$ cat src/rtl/pitch_detector.sv
// Pitch detector: counts rising zero crossings with hysteresis over NUM_PERIODS periods,
// then a 32-step restoring divider turns the window's sample count into a frequency in Hz.
module pitch_detector #(
    parameter int unsigned SAMPLE_RATE = 131072,
    parameter int unsigned NUM_PERIODS = 4,
    parameter int unsigned HYST        = 8,
    parameter int unsigned MAX_COUNT   = 65535
) (
    input  logic        clk_in,
    input  logic        rst_in,
    input  logic        sample_in,
    input  logic [7:0]  data_in,
    output logic [31:0] freq_out,
    output logic        valid_out,
    output logic        busy_out
);

    localparam int unsigned CNT_W  = 16;
    localparam int unsigned DIV_W  = 17;
    localparam int unsigned PER_W  = 5;
    localparam int unsigned STEP_W = 5;
    localparam int unsigned QW     = 32;

    localparam logic [QW-1:0]     DIVIDEND = QW'(NUM_PERIODS * SAMPLE_RATE);
    localparam logic signed [7:0] HYST_P   = 8'(HYST);
    localparam logic signed [7:0] HYST_N   = 8'(256 - HYST);
    localparam logic [CNT_W-1:0]  CNT_LAST = CNT_W'(MAX_COUNT - 1);
    localparam logic [PER_W-1:0]  PER_LAST = PER_W'(NUM_PERIODS - 1);
    localparam logic [STEP_W-1:0] STEP_END = STEP_W'(QW - 1);

    typedef enum logic [1:0] {
        IDLE    = 2'd0,
        MEASURE = 2'd1,
        DIVIDE  = 2'd2,
        DONE    = 2'd3
    } state_t;

    state_t              state_q;
    logic                armed_q;
    logic [CNT_W-1:0]    sample_cnt_q;
    logic [PER_W-1:0]    period_cnt_q;
    logic [DIV_W-1:0]    divisor_q;
    logic [DIV_W-1:0]    rem_q;
    logic [QW-1:0]       quo_q;
    logic [STEP_W-1:0]   step_q;

    logic signed [7:0]   data_s;
    logic                arm_c;
    logic                cross_c;
    logic [DIV_W:0]      shift_c;
    logic [DIV_W:0]      diff_c;
    logic                fits_c;

    // Hysteresis: a rising crossing needs a dip to -HYST followed by a rise to +HYST
    assign data_s  = $signed(data_in);
    assign arm_c   = sample_in && (data_s <= HYST_N);
    assign cross_c = sample_in && armed_q && (data_s >= HYST_P);

    // Restoring divider step: the dividend shifts out of quo_q as quotient bits shift in
    assign shift_c = {rem_q, quo_q[QW-1]};
    assign fits_c  = shift_c >= {1'b0, divisor_q};
    assign diff_c  = shift_c - {1'b0, divisor_q};

    always_ff @(posedge clk_in) begin
        if (rst_in) begin
            state_q      <= IDLE;
            armed_q      <= 1'b0;
            sample_cnt_q <= '0;
            period_cnt_q <= '0;
            divisor_q    <= '0;
            rem_q        <= '0;
            quo_q        <= '0;
            step_q       <= '0;
            freq_out     <= '0;
            valid_out    <= 1'b0;
            busy_out     <= 1'b0;
        end else begin
            valid_out <= 1'b0;

            if (arm_c) begin
                armed_q <= 1'b1;
            end else if (cross_c) begin
                armed_q <= 1'b0;
            end

            // Window counters keep running through DIVIDE and DONE
            if (state_q != IDLE && sample_in) begin
                sample_cnt_q <= sample_cnt_q + CNT_W'(1);
            end
            if (state_q != IDLE && cross_c) begin
                period_cnt_q <= period_cnt_q + PER_W'(1);
            end

            case (state_q)
                IDLE: begin
                    if (cross_c) begin
                        sample_cnt_q <= '0;
                        period_cnt_q <= '0;
                        state_q      <= MEASURE;
                    end
                end
                MEASURE: begin
                    if (cross_c && period_cnt_q == PER_LAST) begin
                        // Terminating crossing also opens the next window
                        divisor_q    <= DIV_W'(sample_cnt_q) + DIV_W'(1);
                        sample_cnt_q <= '0;
                        period_cnt_q <= '0;
                        rem_q        <= '0;
                        quo_q        <= DIVIDEND;
                        step_q       <= '0;
                        busy_out     <= 1'b1;
                        state_q      <= DIVIDE;
                    end else if (sample_in && sample_cnt_q == CNT_LAST) begin
                        freq_out  <= '0;
                        valid_out <= 1'b1;
                        armed_q   <= 1'b0;
                        state_q   <= IDLE;
                    end
                end
                DIVIDE: begin
                    rem_q  <= fits_c ? DIV_W'(diff_c) : DIV_W'(shift_c);
                    quo_q  <= {quo_q[QW-2:0], fits_c};
                    step_q <= step_q + STEP_W'(1);
                    if (step_q == STEP_END) begin
                        busy_out <= 1'b0;
                        state_q  <= DONE;
                    end
                end
                DONE: begin
                    freq_out  <= quo_q;
                    valid_out <= 1'b1;
                    state_q   <= MEASURE;
                end
                default: state_q <= IDLE;
            endcase
        end
    end

endmodule

$ cat config.mk
export PLATFORM = sky130hd
export DESIGN_NAME = pitch_detector
export DESIGN_NICKNAME = d
export VERILOG_FILES = /design/src/rtl/pitch_detector.sv
export SDC_FILE = /design/constraint.sdc
export NUM_CORES = 1
export LEC_CHECK = 0
export ABC_AREA = 1
export BUFFER_PORTS_ARGS = -buffer_cell sky130_fd_sc_hd__buf_4
export CORE_UTILIZATION = 48
export DETAILED_ROUTE_END_ITERATION = 10
export GPL_ROUTABILITY_DRIVEN = 0
export GPL_TIMING_DRIVEN = 0
export PLACE_DENSITY = 0.66
export SETUP_SLACK_MARGIN = 0.02
export SYNTH_ARGS = -nofsm -noshare
export SYNTH_HDL_FRONTEND = slang
export SYNTH_SLANG_ARGS = --single-unit
$ cat constraint.sdc
create_clock -name clk_in -period 3.8 [get_ports clk_in]
set_clock_uncertainty 0.05 [all_clocks]
set_input_delay 0.38 -clock clk_in [delete_from_list [all_inputs] [get_ports clk_in]]
set_output_delay 0.38 -clock clk_in [all_outputs]
set_load 0.05 [all_outputs]
Yosys cells after proc, flatten, opt, wreduce, memory -nomap -nowiden
Cells that the tools add are included.
{ "totals": {"reg_bits": 129, "in_bits": 11, "out_inout_bits": 34, "wordCells": 81} }
{ "classes": {"add_sub_neg": 5, "order_cmp": 3, "eq_ne": 12, "muxes": 34, "n_reduce_logical": 16} }
{ "ops": {"columns": ["op", "count"], "rows": [
  ["$pmux W32 S2", 2],
  ["$mux W32", 3],
  ["$mux W16", 3],
  ["$mux W17", 2],
  ["$pmux W17 S2", 1],
  ["$pmux W16 S2", 1],
  ["$mux W5", 4],
  ["$pmux W5 S2", 2],
  ["$ge A18 B17 Y1", 1],
  ["$add A16 B1 Y17 const B", 1],
  ["$sub A17 B17 Y17", 1],
  ["$add A16 B1 Y16 const B", 1],
  ["$eq A16 B16 Y1 const B", 1],
  ["$add A5 B1 Y5 const B", 2],
  ["$ne A2 B2 Y1 const B", 5],
  ["$mux W1", 9],
  ["$reduce_and A3 Y1", 3],
  ["$ge A8 B5 Y1 const B", 1],
  ["$le A8 B4 Y1 const B", 1],
  ["$mux W2", 4],
  ["$pmux W2 S4", 1],
  ["$logic_and A1 B1 Y1", 7],
  ["$reduce_bool A2 Y1", 3],
  ["$eq A5 B2 Y1 const B", 1],
  ["7 further kinds", 10]
]} }

Logic depth before layout (Yosys ltp)
{ "logic_depth": {"word_depth": 7, "mapped_depth": 14, "mapped_depth_nobuf": 14} }

Worst setup path after synthesis
Ideal clock, no wire load.
{ "synth_path": {"path_type": "flip-flop to flip-flop", "startpoint": "reg quo_q[31]", "endpoint": "reg rem_q[15]", "setup_ps": 132, "t_arrival_ps": 1778, "t_required_ps": 3618, "slack_ps": 1840, "stages_incl_launch_ff": 13, "path_buffers": 1, "synth_period_minus_slack_ps": 1960, "cell_sequence": "dfxtp_1 -> inv_1 -> ha_1 -> fa_1 -> inv_1 -> nand3_1 -> nand3_1 -> nand2_2 -> nand2_4 -> buf_6 -> nand3_1 -> nand3_1 -> a21oi_1"} }
{ "synth_via": {"elab_chain_cells": 3, "word_cells_on_any_way": 4, "cone_classes": "add/sub: 1; order compare: 1; mux: 2"} }
{ "synth_rtl": {"columns": ["element", "line", "source"], "rows": [
  ["start, declared", "44", "logic [QW-1:0] quo_q;"],
  ["start signal, assigned", "122", "quo_q <= {quo_q[QW-2:0], fits_c};"],
  ["$sub A17 B17 Y17 or $ge A18 B17 Y1 (tied branches)", "62, 61", null],
  ["$mux W17 *", "121", "rem_q <= fits_c ? DIV_W'(diff_c) : DIV_W'(shift_c);"],
  ["$pmux W17 S2 *", "94", "case (state_q)"],
  ["end signal, assigned", "121", null],
  ["end, declared", "43", "logic [DIV_W-1:0] rem_q;"]
]} }
Mark *: on every way between the ends. The rest lies on a longest branch, timed or not.
A chain may end at the register's enable or synchronous reset.

Final worst setup path
Ends and elaborated chain as after synthesis.

==> results.ini <==
[yosys]
synth_area_mm2 = 0.00672
synthAdderAreaFrac_pct = 5.33
avgSynthCellArea_um2 = 7.15
syn_inst = 940
synthArstFlopShare_pct = 0
synthSimpleGateAreaFrac_pct = 27.1
ys_types = 39
muxShareOfSynthArea_pct = 0
yosysSeqAreaShare_pct = 38.4
synth-main-ff-cell = dfxtp_1
ys_ff_latch = 129
synth_top_family_by_area = simple AND/OR/NAND/NOR gates
synth-xor-area-share_pct = 2.74
synth_compound_area_share_pct = 16.7
yosys_warnings = 0
synth_nets = 979
synth_edf_count = 0

[cells_and_area]
syn_to_final_growth_pct = 17.2
num_antenna_cells = 0
design_area_mm2 = 0.00787
finalNetCount = 1041
layout_commonest_cell = nand2_1
final_cell_mix = 220 x nand2_1, 129 x dfxtp_1, 124 x a21oi_1, 100 x inv_1, 85 x nand3_1
drive_gt1_share_pct = 11.1

[clock_network]
cts.sinks = 129
cts_buffers = 17
cts.clk_slew.worst_paths_ps = 60
htree_levels = 4
clk_path_buf_depth = 2
cts_resized = 0
clk-insertion-delay-late_ps = 420
cts_tree = yes
postCtsSetupRepairBufs = 0
cts_hold_buf = 0
cts_root_buf = clkbuf_16

[run]
drv_cap = 0

[power]
peakVddDrop_mv = 0.391
switchingPower_w = 0.000742
p_int_w = 0.00247
swShare_pct = 23.1
sequentialPowerShare_pct = 42.9
p_per_area_mw_per_mm2 = 409
p_leak_nw = 3.33
p_comb_share_pct = 4.4
p_clk_share_pct = 52.7

[drt]
drc_errors = 0
routedWlPerCell_um = 14.2
drt-initial-drc-count = 468
vias_per_cell = 5.26
first_pass_iters = 5
vias = 6263
wl_um = 16900
ant_nets = 0

[die]
die_y_um = 120
num_io_pins = 45
die_x_um = 120
core_mm2 = 0.0135
initial_utilization_pct = 49.9
rows = 42
fp.dieArea_mm2 = 0.0145

[sta]
hold_viol = 0
slew_headroom_pct = 58.3
timing.final.crit_period_ps = 2390
period_share_pct = 62.8
setup_viol = 0
max_slew.worst_pin.slew_ps = 625
rsz0062_at_grt = no
fin_setup_tns_ps = 0
setup_ws_ps = 1410
max_freq_ghz = 0.419
drv_slew = 0

[placement]
dp_hpwl_um = 12300
place_area_mm2 = 0.00726
port_buffers = 43
pre_cts_slack_ps = 1410

[global_routing]
grt_pass1_wl_um = 27800
grt_max_degree = 17
antenna_found_initial = 0
grt_pass1_vias = 5592
track_usage_pct = 24.4
gr-total-overflow = 0

[outcome]
status = complete, no violations

[setup_path]
path_class = register to register
startpoint_type = register
endpoint_kind = register
cp.required_ps = 4030
worstPathArrival_ps = 2620
crit_path_max_fanout = 10

[hold_path]
min_path_type = input port to register

-- critical path, stage by stage, from the launching register on --
cell and delay (ps):
dfxtp_1 390, inv_1 90, ha_1 210, fa_1 400
inv_1 110, nand3_1 110, nand3_1 130, nand2_2 160
nand2_4 190, buf_6 170, nand3_1 80, nand3_1 90
a21oi_1 70
-- layer usage --
metal | vias to the layer above | global-route usage, % | routed length (um)
met2 | 151 | 37.0 | 7460
met5 | - | 0 | 0
met1 | 2868 | 34.9 | 8420
li1 | 3231 | - | -
met3 | 13 | 5.28 | 848
met4 | 0 | 6.17 | 134
-- flip-flops by register name, summed over array words and instances (netlist names) --
name,cells
state_q,2
period_cnt_q,5
divisor_q,17
armed_q,1
busy_out,1
sample_cnt_q,16
freq_out,32
rem_q,17
step_q,5
quo_q,32
valid_out,1
-- final cells by class --
class	count	area (um2)
buffer	50	254
clock inverter	12	155
timing repair buffer	43	323
tap	176	220
fill	1351	5580
multi-input combinational	655	3480
inverter	106	398
clock buffer	20	457
sequential	129	2580
-- Yosys cell counts, types with 13 or more instances --
master,count,area (um2)
nor2_1,50,188
nand3b_1,15,113
inv_1,100,375
nand2_1,220,826
ha_1,27,338
o21ai_0,29,145
dfxtp_1,129,2580
nand3_1,85,425
buf_2,13,65.1
clkbuf_1,27,101
o211ai_1,33,248
a21oi_1,124,621
-- power groups by stage --
| stage | Sequential, W | Clock, W | Combinational, W |
|---|---|---|---|
| 4_1_cts | 0.00138 | 0.00171 | 0.000141 |
| 3_3_place_gp | 0.00141 | 0 | 0.000141 |
| 2_1_floorplan | 0.00141 | 0 | 0.0000964 |
| 3_5_place_dp | 0.00141 | 0 | 0.000141 |
| 5_1_grt | 0.00138 | 0.00178 | 0.000161 |
| 6_report | 0.00138 | 0.00170 | 0.000141 |
-- kinds of logic (layout without fill, tap and decap cells) --
family          count (synthesis)  in the layout
flops                         129            129
buf+inv                       156            231
compound gates                199            199
simple gates                  407            407
fa+ha+maj                      28             28
xor+xnor                       21             21
-- stage by stage --
step | hold slack [ps] | power [W] | std cells | utilization (%)
2_1_floorplan | 385 | 0.00150 | 940 | -
3_3_place_gp | 403 | 0.00155 | 1159 | 54.0
3_5_place_dp | 408 | 0.00155 | 1159 | 54.0
4_1_cts | 201 | 0.00324 | 1191 | 58.5
5_1_grt | 229 | 0.00332 | 1191 | 58.5
6_report | 216 | 0.00322 | 1191 | 58.5
-- final timing paths --
path                                  from         to  slack, ps  cells after the start
worst max-delay path             quo_q[31]  rem_q[15]       1410                     12
worst min-delay path            data_in[7]    armed_q        220                      3
worst max register to register   quo_q[31]  rem_q[15]       1410                     12
worst min register to register   step_q[4]  step_q[4]        420                      2
Power figures use the tool's default switching activity.
